===== config.mk =====
export PLATFORM = sky130hd
export DESIGN_NAME = hex_scan_ctrl
export DESIGN_NICKNAME = d
export VERILOG_FILES = /design/src/rtl/hex_scan_ctrl_pkg.sv /design/src/rtl/bcd_seg_decode.sv /design/src/rtl/hex_scan_ctrl.sv
export SDC_FILE = /design/constraint.sdc
export NUM_CORES = 1
export LEC_CHECK = 0
export ABC_AREA = 1
export CORE_MARGIN = 2
export CORE_UTILIZATION = 45
export DETAILED_ROUTE_END_ITERATION = 16
export DONT_BUFFER_PORTS = 1
export GPL_TIMING_DRIVEN = 0
export PLACE_DENSITY_LB_ADDON = 0.3
export SLEW_MARGIN = 20
export SYNTH_ARGS = -nofsm -noshare
export SYNTH_HDL_FRONTEND = slang
export SYNTH_SLANG_ARGS = --single-unit

===== constraint.sdc =====
create_clock -name clk -period 2.01 [get_ports clk]
set_input_delay 0.3015 -clock clk [delete_from_list [all_inputs] [get_ports clk]]
set_output_delay 0.3015 -clock clk [all_outputs]
set_load 0.03 [all_outputs]

===== src/rtl/hex_scan_ctrl_pkg.sv =====
// Shared constants, segment table and FSM encoding for the HEX scan controller.
package hex_scan_ctrl_pkg;

  localparam int unsigned DIGIT_W = 4;
  localparam int unsigned SEG_W   = 7;

  localparam logic [SEG_W-1:0]   SEG_BLANK = 7'b1111111;
  localparam logic [DIGIT_W-1:0] BCD_MAX   = 4'd9;

  // Active-low g..a patterns, entry n is the pattern for digit n.
  localparam logic [9:0][SEG_W-1:0] SEG_TABLE = {
    7'b0010000,  // 9
    7'b0000000,  // 8
    7'b1111000,  // 7
    7'b0000010,  // 6
    7'b0010010,  // 5
    7'b0011001,  // 4
    7'b0110000,  // 3
    7'b0100100,  // 2
    7'b1111001,  // 1
    7'b1000000   // 0
  };

  typedef enum logic {
    IDLE    = 1'b0,
    PENDING = 1'b1
  } state_e;

endpackage


===== src/rtl/bcd_seg_decode.sv =====
// Combinational BCD to active-low seven-segment decoder; non-BCD codes go dark.
module bcd_seg_decode
  import hex_scan_ctrl_pkg::*;
(
  input  logic [DIGIT_W-1:0] code_i,
  output logic [SEG_W-1:0]   seg_o
);

  // Table lookup with blanking for codes above 9.
  always_comb begin
    seg_o = SEG_BLANK;
    if (code_i <= BCD_MAX) begin
      seg_o = SEG_TABLE[code_i];
    end
  end

endmodule


===== src/rtl/hex_scan_ctrl.sv =====
// Six-digit HEX bank controller: shadow/active digit sets with frame-aligned
// commit, round-robin scan through one shared decoder, registered segments.
module hex_scan_ctrl
  import hex_scan_ctrl_pkg::*;
#(
  parameter int unsigned NUM_DIGITS = 6,
  parameter int unsigned PTR_W      = 3
) (
  input  logic                    clk,
  input  logic                    rst,
  input  logic                    wr_en,
  input  logic [PTR_W-1:0]        wr_addr,
  input  logic [DIGIT_W-1:0]      wr_data,
  output logic                    wr_ready,
  input  logic                    commit,
  input  logic                    lzb_en,
  input  logic                    blank_all,
  output logic                    frame_done,
  output logic [SEG_W*NUM_DIGITS-1:0] hex
);

  localparam logic [PTR_W-1:0] LAST_PTR = PTR_W'(NUM_DIGITS - 1);

  state_e state_q, state_d;

  logic [PTR_W-1:0]                      ptr_q, ptr_d;
  logic [NUM_DIGITS-1:0][DIGIT_W-1:0]    shadow_q, shadow_d;
  logic [NUM_DIGITS-1:0][DIGIT_W-1:0]    active_q, active_d;
  logic [NUM_DIGITS-1:0][SEG_W-1:0]      hex_q, hex_d;
  logic                                  wr_ready_q, frame_done_q;

  logic                  at_last_c;
  logic                  shadow_we_c;
  logic                  copy_c;
  logic [NUM_DIGITS-1:0] zero_from_c;
  logic                  lz_blank_c;
  logic [SEG_W-1:0]      scan_seg_c;
  logic [SEG_W-1:0]      scan_out_c;

  assign at_last_c = (ptr_q == LAST_PTR);

  // FSM state register.
  always_ff @(posedge clk) begin
    if (rst) begin
      state_q <= IDLE;
    end else begin
      state_q <= state_d;
    end
  end

  // FSM next state: a commit waits for the frame boundary unless already there.
  always_comb begin
    state_d = state_q;
    case (state_q)
      IDLE:    if (commit && !at_last_c) state_d = PENDING;
      PENDING: if (at_last_c)            state_d = IDLE;
      default: state_d = IDLE;
    endcase
  end

  // FSM outputs: shadow write enable and shadow-to-active copy strobe.
  always_comb begin
    shadow_we_c = 1'b0;
    copy_c      = 1'b0;
    case (state_q)
      IDLE: begin
        shadow_we_c = wr_en && (32'(wr_addr) < NUM_DIGITS);
        copy_c      = commit && at_last_c;
      end
      PENDING: begin
        copy_c = at_last_c;
      end
      default: begin
        shadow_we_c = 1'b0;
        copy_c      = 1'b0;
      end
    endcase
  end

  // Per-digit flag: this digit and every digit above it are zero.
  always_comb begin
    zero_from_c = '0;
    for (int k = 0; k < int'(NUM_DIGITS); k++) begin
      zero_from_c[PTR_W'(k)] = 1'b1;
      for (int j = k; j < int'(NUM_DIGITS); j++) begin
        if (active_q[PTR_W'(j)] != '0) zero_from_c[PTR_W'(k)] = 1'b0;
      end
    end
  end

  bcd_seg_decode u_dec (
    .code_i (active_q[ptr_q]),
    .seg_o  (scan_seg_c)
  );

  // Blanking priority for the digit under the scan pointer.
  always_comb begin
    lz_blank_c = lzb_en && (ptr_q != '0) && zero_from_c[ptr_q];
    scan_out_c = scan_seg_c;
    if (blank_all || lz_blank_c) scan_out_c = SEG_BLANK;
  end

  // Datapath next values: write merges before copy so a same-cycle write is committed.
  always_comb begin
    shadow_d = shadow_q;
    if (shadow_we_c) shadow_d[wr_addr] = wr_data;
    active_d = copy_c ? shadow_d : active_q;
    hex_d         = hex_q;
    hex_d[ptr_q]  = scan_out_c;
    ptr_d         = at_last_c ? '0 : ptr_q + PTR_W'(1);
  end

  // Datapath and output registers.
  always_ff @(posedge clk) begin
    if (rst) begin
      ptr_q        <= '0;
      shadow_q     <= '0;
      active_q     <= '0;
      hex_q        <= {NUM_DIGITS{SEG_BLANK}};
      wr_ready_q   <= 1'b1;
      frame_done_q <= 1'b0;
    end else begin
      ptr_q        <= ptr_d;
      shadow_q     <= shadow_d;
      active_q     <= active_d;
      hex_q        <= hex_d;
      wr_ready_q   <= (state_d == IDLE);
      frame_done_q <= at_last_c;
    end
  end

  assign wr_ready   = wr_ready_q;
  assign frame_done = frame_done_q;
  assign hex        = hex_q;

endmodule


==> out/results.txt, run 1 <==
status -> finished clean
Yosys reg bits -> 96
Gate power share -> 0.157
Crit Path Max Fanout -> 8
initial DRC count -> 126
mean post-synth cell area -> 7.23 um^2
gr ovfl total -> 0
storage element area -> 1930 um^2
Slew HR -> 0.489
# rows -> 35
footprint of the multi-input gates -> 2100 um^2
root buffer cell -> clkbuf_8
Fmax -> 0.505 GHz
peak supply drop -> 0.462 mV
dpl cells -> 723
final RePlAce weighted congestion -> 0.904
clock buffer count from CTS -> 9
initial antenna violation count -> 0
placed wire-length estimate -> 7340 um
Post-Layout Cell Count -> 759
Worst path max stage delay -> 0.33 ns
share of the synthesized area in the top cell type -> 0.447
hold worst-path end -> shadow_q[21]
critical path cell sequence -> buf_6, inv_6, nor2_4, nand2_4, inv_6, a21oi_1, nand2_2, inv_4, ha_4, inv_4, nand2_4, a21oi_4, nor2_8, buf_12, nand2_8, nand2_4, nand2_2
post-synthesis simple-gate area fraction -> 0.263
commonest non-fill, non-tap cell in the layout -> nand2_1
Sw Ratio -> 0.303
synthesized area -> 4300 um^2
R2R Setup Slk -> 0.03 ns
setup violators final -> 0
routed wire length -> 10,100 um
largest area contributor in the netlist -> dfxtp_1
Synth async-reset ratio -> 0
Hold Crit Start -> wr_data[1]
Syn Inst Count -> 594
share of power burned in registers -> 0.518
Clk pwr share -> 0.326
fraction of synthesized area in multiplexers -> 0
core area -> 9240 um^2
fin crit period -> 1.98 ns
post-layout util -> 0.555
Final #Nets -> 646
Port Buffers -> 0
Initial Utilization -> 0.465
Vias/cell -> 4.79
final hold viol count -> 0
RR Startpoint -> ptr_q[2]
Post-Synth Adder-Cell Area -> 0.0233
Ports -> 57
max-slew violation count -> 0
Worst Setup End Kind -> flip-flop
Worst Tran Pin Value -> 0.762 ns
Final Cycle Share -> 0.985
hold buffer count at CTS -> 0
Clock Sinks -> 96
Area contributors post-synth -> dfxtp_1, nand2_1, inv_1
WHS Path Cells -> 2
first-pass GRT wire length -> 16,000 um
Clock Pin Slew Worst Setup and Hold Paths -> 0.09 ns
register area share after synthesis -> 0.447
worst hold path type -> in2reg
clk_lat worst skew -> 0.36 ns
via count -> 3,635
WP data required -> 2.31 ns
most frequent cells in the layout -> nand2_1, dfxtp_1, inv_1
GRT Total Usage -> 0.195
CTS tree -> done
Syn-to-layout area delta -> 19.3%
syn nets -> 615
WL per Instance -> 13.3 um
Synth Area in Compound Gates -> 0.153
Worst path most repeated cell -> nand2_4
Worst Skew -> 0.00849 ns
LEAKAGE -> 2.30 nW
pwr/cell area -> 835 nW/um^2
MaxCap Viol Count -> 0
Reg-to-Reg End -> hex[14]
clock tree buffer depth -> 2
Worst Path Arrival -> 2.28 ns
number of global-route vias before repair -> 3,357
switching pwr -> 0.00130 W
layout cell share with drive strength beyond 1 -> 0.163
H-tree levels -> 3
number of flops mapped to enable cells by yosys -> 0
CP top delay family -> simple AND/OR/NAND/NOR gates
buffers plus inverters on the worst setup path -> 6
CP Launch Point -> ptr_q[2]
diode count -> 0
DRC viols -> 0
Die X -> 102 um
Int Power -> 0.00299 W
RSZ-0062 raised after global routing -> true
largest net degree at the start of global routing -> 17
CP Launch Type -> flip-flop
largest family of logic cells by synthesized area -> simple AND/OR/NAND/NOR gates
DRT antenna net count -> 0
Main synth FF type -> dfxtp_1
die height -> 102 um
Die ar. -> 10,300 um^2
Setup CP Type -> reg2reg
Worst R2R Path Depth -> 17
synth warn -> 0
CP max stage cell -> dfxtp_2
# fillers -> 888
Post-Synth XOR/XNOR Area -> 0.00204
Pre-Repair DR Iteration Count -> 4
Cell variety after synth -> 29
## routing by layer
layer	wire length (um)	track usage
met1	4290	0.230
met2	5040	0.353
met3	667	0.0531
met4	115	0.0426
met5	0	0
## flip-flops by register name (all words and copies together) (netlist names)
name / cells
state_q: 1
wr_ready: 1
shadow_q: 24
ptr_q: 3
active_q: 24
frame_done: 1
hex: 42
## through the flow
stage	hold WS [ns]	cell area [um^2]	power [W]	TNS, ns	setup WS, ns
global placement	0.458	4460	0.00277	-14.52	-0.372
CTS	0.146	4770	0.00417	0	0.00517
global route	0.157	5130	0.00448	-2.77	-0.0992
finish	0.152	5130	0.00428	0	0.0300
floorplan	0.448	4300	0.00265	0	0.00737
detailed placement	0.464	4460	0.00278	-15.86	-0.394
## power groups by stage
stage	combinational, W	sequential [W]	clock (W)
2_1_floorplan	0.000411	0.00224	0
3_3_place_gp	0.000513	0.00226	0
3_5_place_dp	0.000522	0.00226	0
4_1_cts	0.000541	0.00221	0.00142
5_1_grt	0.000747	0.00223	0.00150
6_report	0.000670	0.00222	0.00140
## worst max-delay path by stage
stage / to / slack (ns) / cells past startpoint
after floorplan: hex[21] / 0.007 / 16
after global placement: hex[4] / -0.37 / 14
after detailed placement: hex[11] / -0.39 / 14
after CTS: hex[25] / 0.005 / 16
after global routing: hex[0] / -0.1 / 17
final: hex[14] / 0.03 / 17
## synthesized netlist by cell type, types with 3 or more instances
| cell type | number |
|---|---|
| a21oi_1 | 68 |
| nand3_1 | 26 |
| nand2_1 | 159 |
| nor2_1 | 35 |
| nand2_2 | 3 |
| inv_2 | 7 |
| inv_1 | 96 |
| o21ai_1 | 17 |
| nand4_1 | 12 |
| o21ai_0 | 5 |
| clkbuf_1 | 13 |
| dfxtp_1 | 96 |
| o21a_1 | 16 |
| nand2_4 | 8 |
| o211ai_1 | 8 |
| ha_1 | 8 |
## worst register-to-register path, cell delays in order (launching register included)
cell and delay [ns]:
dfxtp_2 0.33, buf_6 0.10, inv_6 0.04, nor2_4 0.15, nand2_4 0.08, inv_6 0.08, a21oi_1 0.07, nand2_2 0.10
inv_4 0.06, ha_4 0.16, inv_4 0.06, nand2_4 0.05, a21oi_4 0.19, nor2_8 0.06, buf_12 0.15, nand2_8 0.09
nand2_4 0.05, nand2_2 0.08
## area by class of cell
type | instances | area share
Inverter | 104 | 0.0801
Multi-Input combinational cell | 375 | 0.410
Clock buffer | 10 | 0.0268
Clock inverter | 6 | 0.0178
Buffer | 19 | 0.0212
Tap cell | 129 | 0.0315
Timing Repair Buffer | 20 | 0.0361
Sequential cell | 96 | 0.376
## cell families after synthesis
logic type / Yosys count
flops: 96
fa+ha+maj: 8
simple gates: 250
compound gates: 116
xor+xnor: 1
buf+inv: 123
## what timing repair did
item / CTS / global route
resized for setup: 16 / 61
setup endpoints to repair: 60 / 60
buffers inserted: 5 / 13
pin swaps: 10 / 26
cloned: 0 / 2
No activity file was read; power rests on OpenSTA's default activity.
==> run 2, diff against run 1 <==
--- a/config.mk
+++ b/config.mk
@@ -5,12 +5,13 @@
 export SDC_FILE = /design/constraint.sdc
 export NUM_CORES = 1
 export LEC_CHECK = 0
-export ABC_AREA = 1
+export ABC_AREA = 0
 export CORE_MARGIN = 2
 export CORE_UTILIZATION = 45
 export DETAILED_ROUTE_END_ITERATION = 16
 export DONT_BUFFER_PORTS = 1
 export GPL_TIMING_DRIVEN = 0
+export HOLD_SLACK_MARGIN = 0.03
 export PLACE_DENSITY_LB_ADDON = 0.3
 export SLEW_MARGIN = 20
 export SYNTH_ARGS = -nofsm -noshare
==> out/results.txt, run 2 <==
status -> complete, but fails checks
failing checks -> setup timing
Port Buffers -> 0
syn nets -> 435
hold buffer count at CTS -> 0
WP data required -> 2.25 ns
layout cell share with drive strength beyond 1 -> 0.247
Slew HR -> 0.271
commonest non-fill, non-tap cell in the layout -> dfxtp_1
final RePlAce weighted congestion -> 0.885
DRT antenna net count -> 0
final hold viol count -> 0
Final #Nets -> 463
die height -> 98.4 um
LEAKAGE -> 1.70 nW
initial DRC count -> 290
max reg flops -> 42
number of flops mapped to enable cells by yosys -> 0
clock buffer count from CTS -> 9
Syn-to-layout area delta -> 20.2%
met1 GRT Util -> 0.295
placed instance area -> 4200 um^2
Worst Tran Pin Value -> 1.09 ns
DRC viols -> 0
count leader, synth -> dfxtp_1
synth warn -> 0
synthesized area -> 4010 um^2
Clock Sinks -> 96
Cell variety after synth -> 54
# rows -> 34
Setup CP Type -> reg2reg
met3 global-route usage -> 0.0644
pwr/cell area -> 773 nW/um^2
clock tree buffer depth -> 2
core area -> 8680 um^2
MaxCap Viol Count -> 0
worst slack, placed -> -0.634 ns
Fmax -> 0.401 GHz
share of the synthesized area in the top cell type -> 0.479
dpl cells -> 522
RSZ-0062 raised after global routing -> true
Vias/cell -> 5.99
mean post-synth cell area -> 9.69 um^2
largest net degree at the start of global routing -> 16
largest area contributor in the netlist -> dfxtp_1
Initial Utilization -> 0.462
H-tree levels -> 3
Synth async-reset ratio -> 0
global-route met2 utilization -> 0.351
Pre-Repair DR Iteration Count -> 5
GR peak layer -> met2
Main synth FF type -> dfxtp_1
gr ovfl total -> 0
Worst Path Arrival -> 2.74 ns
max-slew violation count -> 0
register area share after synthesis -> 0.479
initial antenna violation count -> 0
diode count -> 0
WL per Instance -> 19.1 um
Post-Layout Cell Count -> 554
Area contributors post-synth -> dfxtp_1, mux2i_1, nor2_1
clk_lat worst skew -> 0.37 ns
fin crit period -> 2.50 ns
Clock Pin Slew Worst Setup and Hold Paths -> 0.10 ns
root buffer cell -> clkbuf_8
final setup margin -> -0.486 ns
Ports -> 57
Yosys reg bits -> 96
Final Cycle Share -> 1.24
most frequent cells in the layout -> dfxtp_1, nor2_1, nor3_1
Die X -> 98.4 um
Worst Setup End Kind -> flip-flop
Design Area, Final -> 4820 um^2
first-pass GRT wire length -> 17,200 um
CP Launch Type -> flip-flop
GRT Total Usage -> 0.223
commonest cells in the synthesized netlist -> dfxtp_1, nor2_1, nor3_1
number of global-route vias before repair -> 3,312
routed wire length -> 10,600 um
Crit Path Max Fanout -> 4
via count -> 3,317
peak supply drop -> 0.382 mV
Die ar. -> 9680 um^2
worst hold path type -> in2reg
setup violators final -> 42
CTS tree -> done
Syn Inst Count -> 414
Worst Skew -> 0.0128 ns
placed wire-length estimate -> 7240 um
==> run 2: cell count changes in the layout (fill, tap and decap cells not counted), moves of 24 or more <==
cell | previous run | this run
nor2_1 | 34 | 66
inv_1 | 92 | 6
a21oi_1 | 68 | 2
nand3_1 | 25 | 1
nor3_1 | 0 | 40
nand2_1 | 140 | 2
mux2i_1 | 0 | 32
a211oi_1 | 0 | 25
==> run 2: cell families (layout without fill, tap and decap cells) <==
family          after synthesis  after routing  synth area share
simple gates                147            147             0.182
flops                        96             96             0.479
compound gates               94             94             0.179
mux                          36             36            0.0933
buf+inv                      33             65            0.0415
fa+ha+maj                     8              8            0.0250
==> run 2: layout make-up <==
type / count / area [um^2]
Fill cell: 768 / 3860
Inverter: 7 / 26.3
Timing Repair Buffer: 17 / 178
Multi-Input combinational cell: 285 / 2230
Tap cell: 108 / 135
Buffer: 26 / 158
Sequential cell: 96 / 1930
Clock inverter: 4 / 31.3
Clock buffer: 11 / 131
==> run 2: stage by stage <==
stage               hold slack, ns  total power, W  utilization  TNS, ns
floorplan                    0.432         0.00241            -    -8.82
finish                      0.0590         0.00373        0.555   -15.41
detailed placement           0.460         0.00252        0.484   -21.60
CTS                         0.0597         0.00370        0.543   -15.39
global route                0.0763         0.00386        0.555   -19.13
global placement             0.440         0.00250        0.484   -18.65
==> run 2: critical path, stage by stage (launching register included) <==
cell,delay (ns)
dfxtp_2,0.36
buf_8,0.12
mux4_2,0.52
a21oi_4,0.24
ha_4,0.18
nor2_4,0.04
o32a_4,0.37
a211oi_4,0.30
buf_6,0.17
a21oi_2,0.05
==> run 2: timing repair <==
action / in CTS / in global routing
endpoints found under the hold margin: 0 / 0
cloned: 1 / 0
setup buffers: 14 / 2
setup endpoints to repair: 42 / 62
pin swaps: 22 / 11
gates resized for setup: 47 / 22
==> run 2: report_power, final <==
part           internal, W  switching, W
Sequential         0.00196      0.000125
Clock             0.000448      0.000674
Combinational     0.000212      0.000302
==> run 2: per-layer routing <==
layer | part of all wire | up-vias | wire, um
li1 | - | 1570 | -
met1 | 0.44 | 1625 | 4650
met2 | 0.47 | 104 | 4970
met3 | 0.072 | 18 | 755
met4 | 0.017 | 0 | 179
met5 | 0 | - | 0
==> run 2: path summary, 6_finish.rpt <==
| kind | start | endpoint | slack (ns) | depth (start not counted) |
|---|---|---|---|---|
| hold / removal | commit | wr_ready | 0.06 | 1 |
| hold reg to reg | shadow_q[12] | shadow_q[12] | 0.50 | 2 |
| setup / recovery | ptr_q[0] | hex[40] | -0.49 | 9 |
| setup reg to reg | ptr_q[0] | hex[40] | -0.49 | 9 |
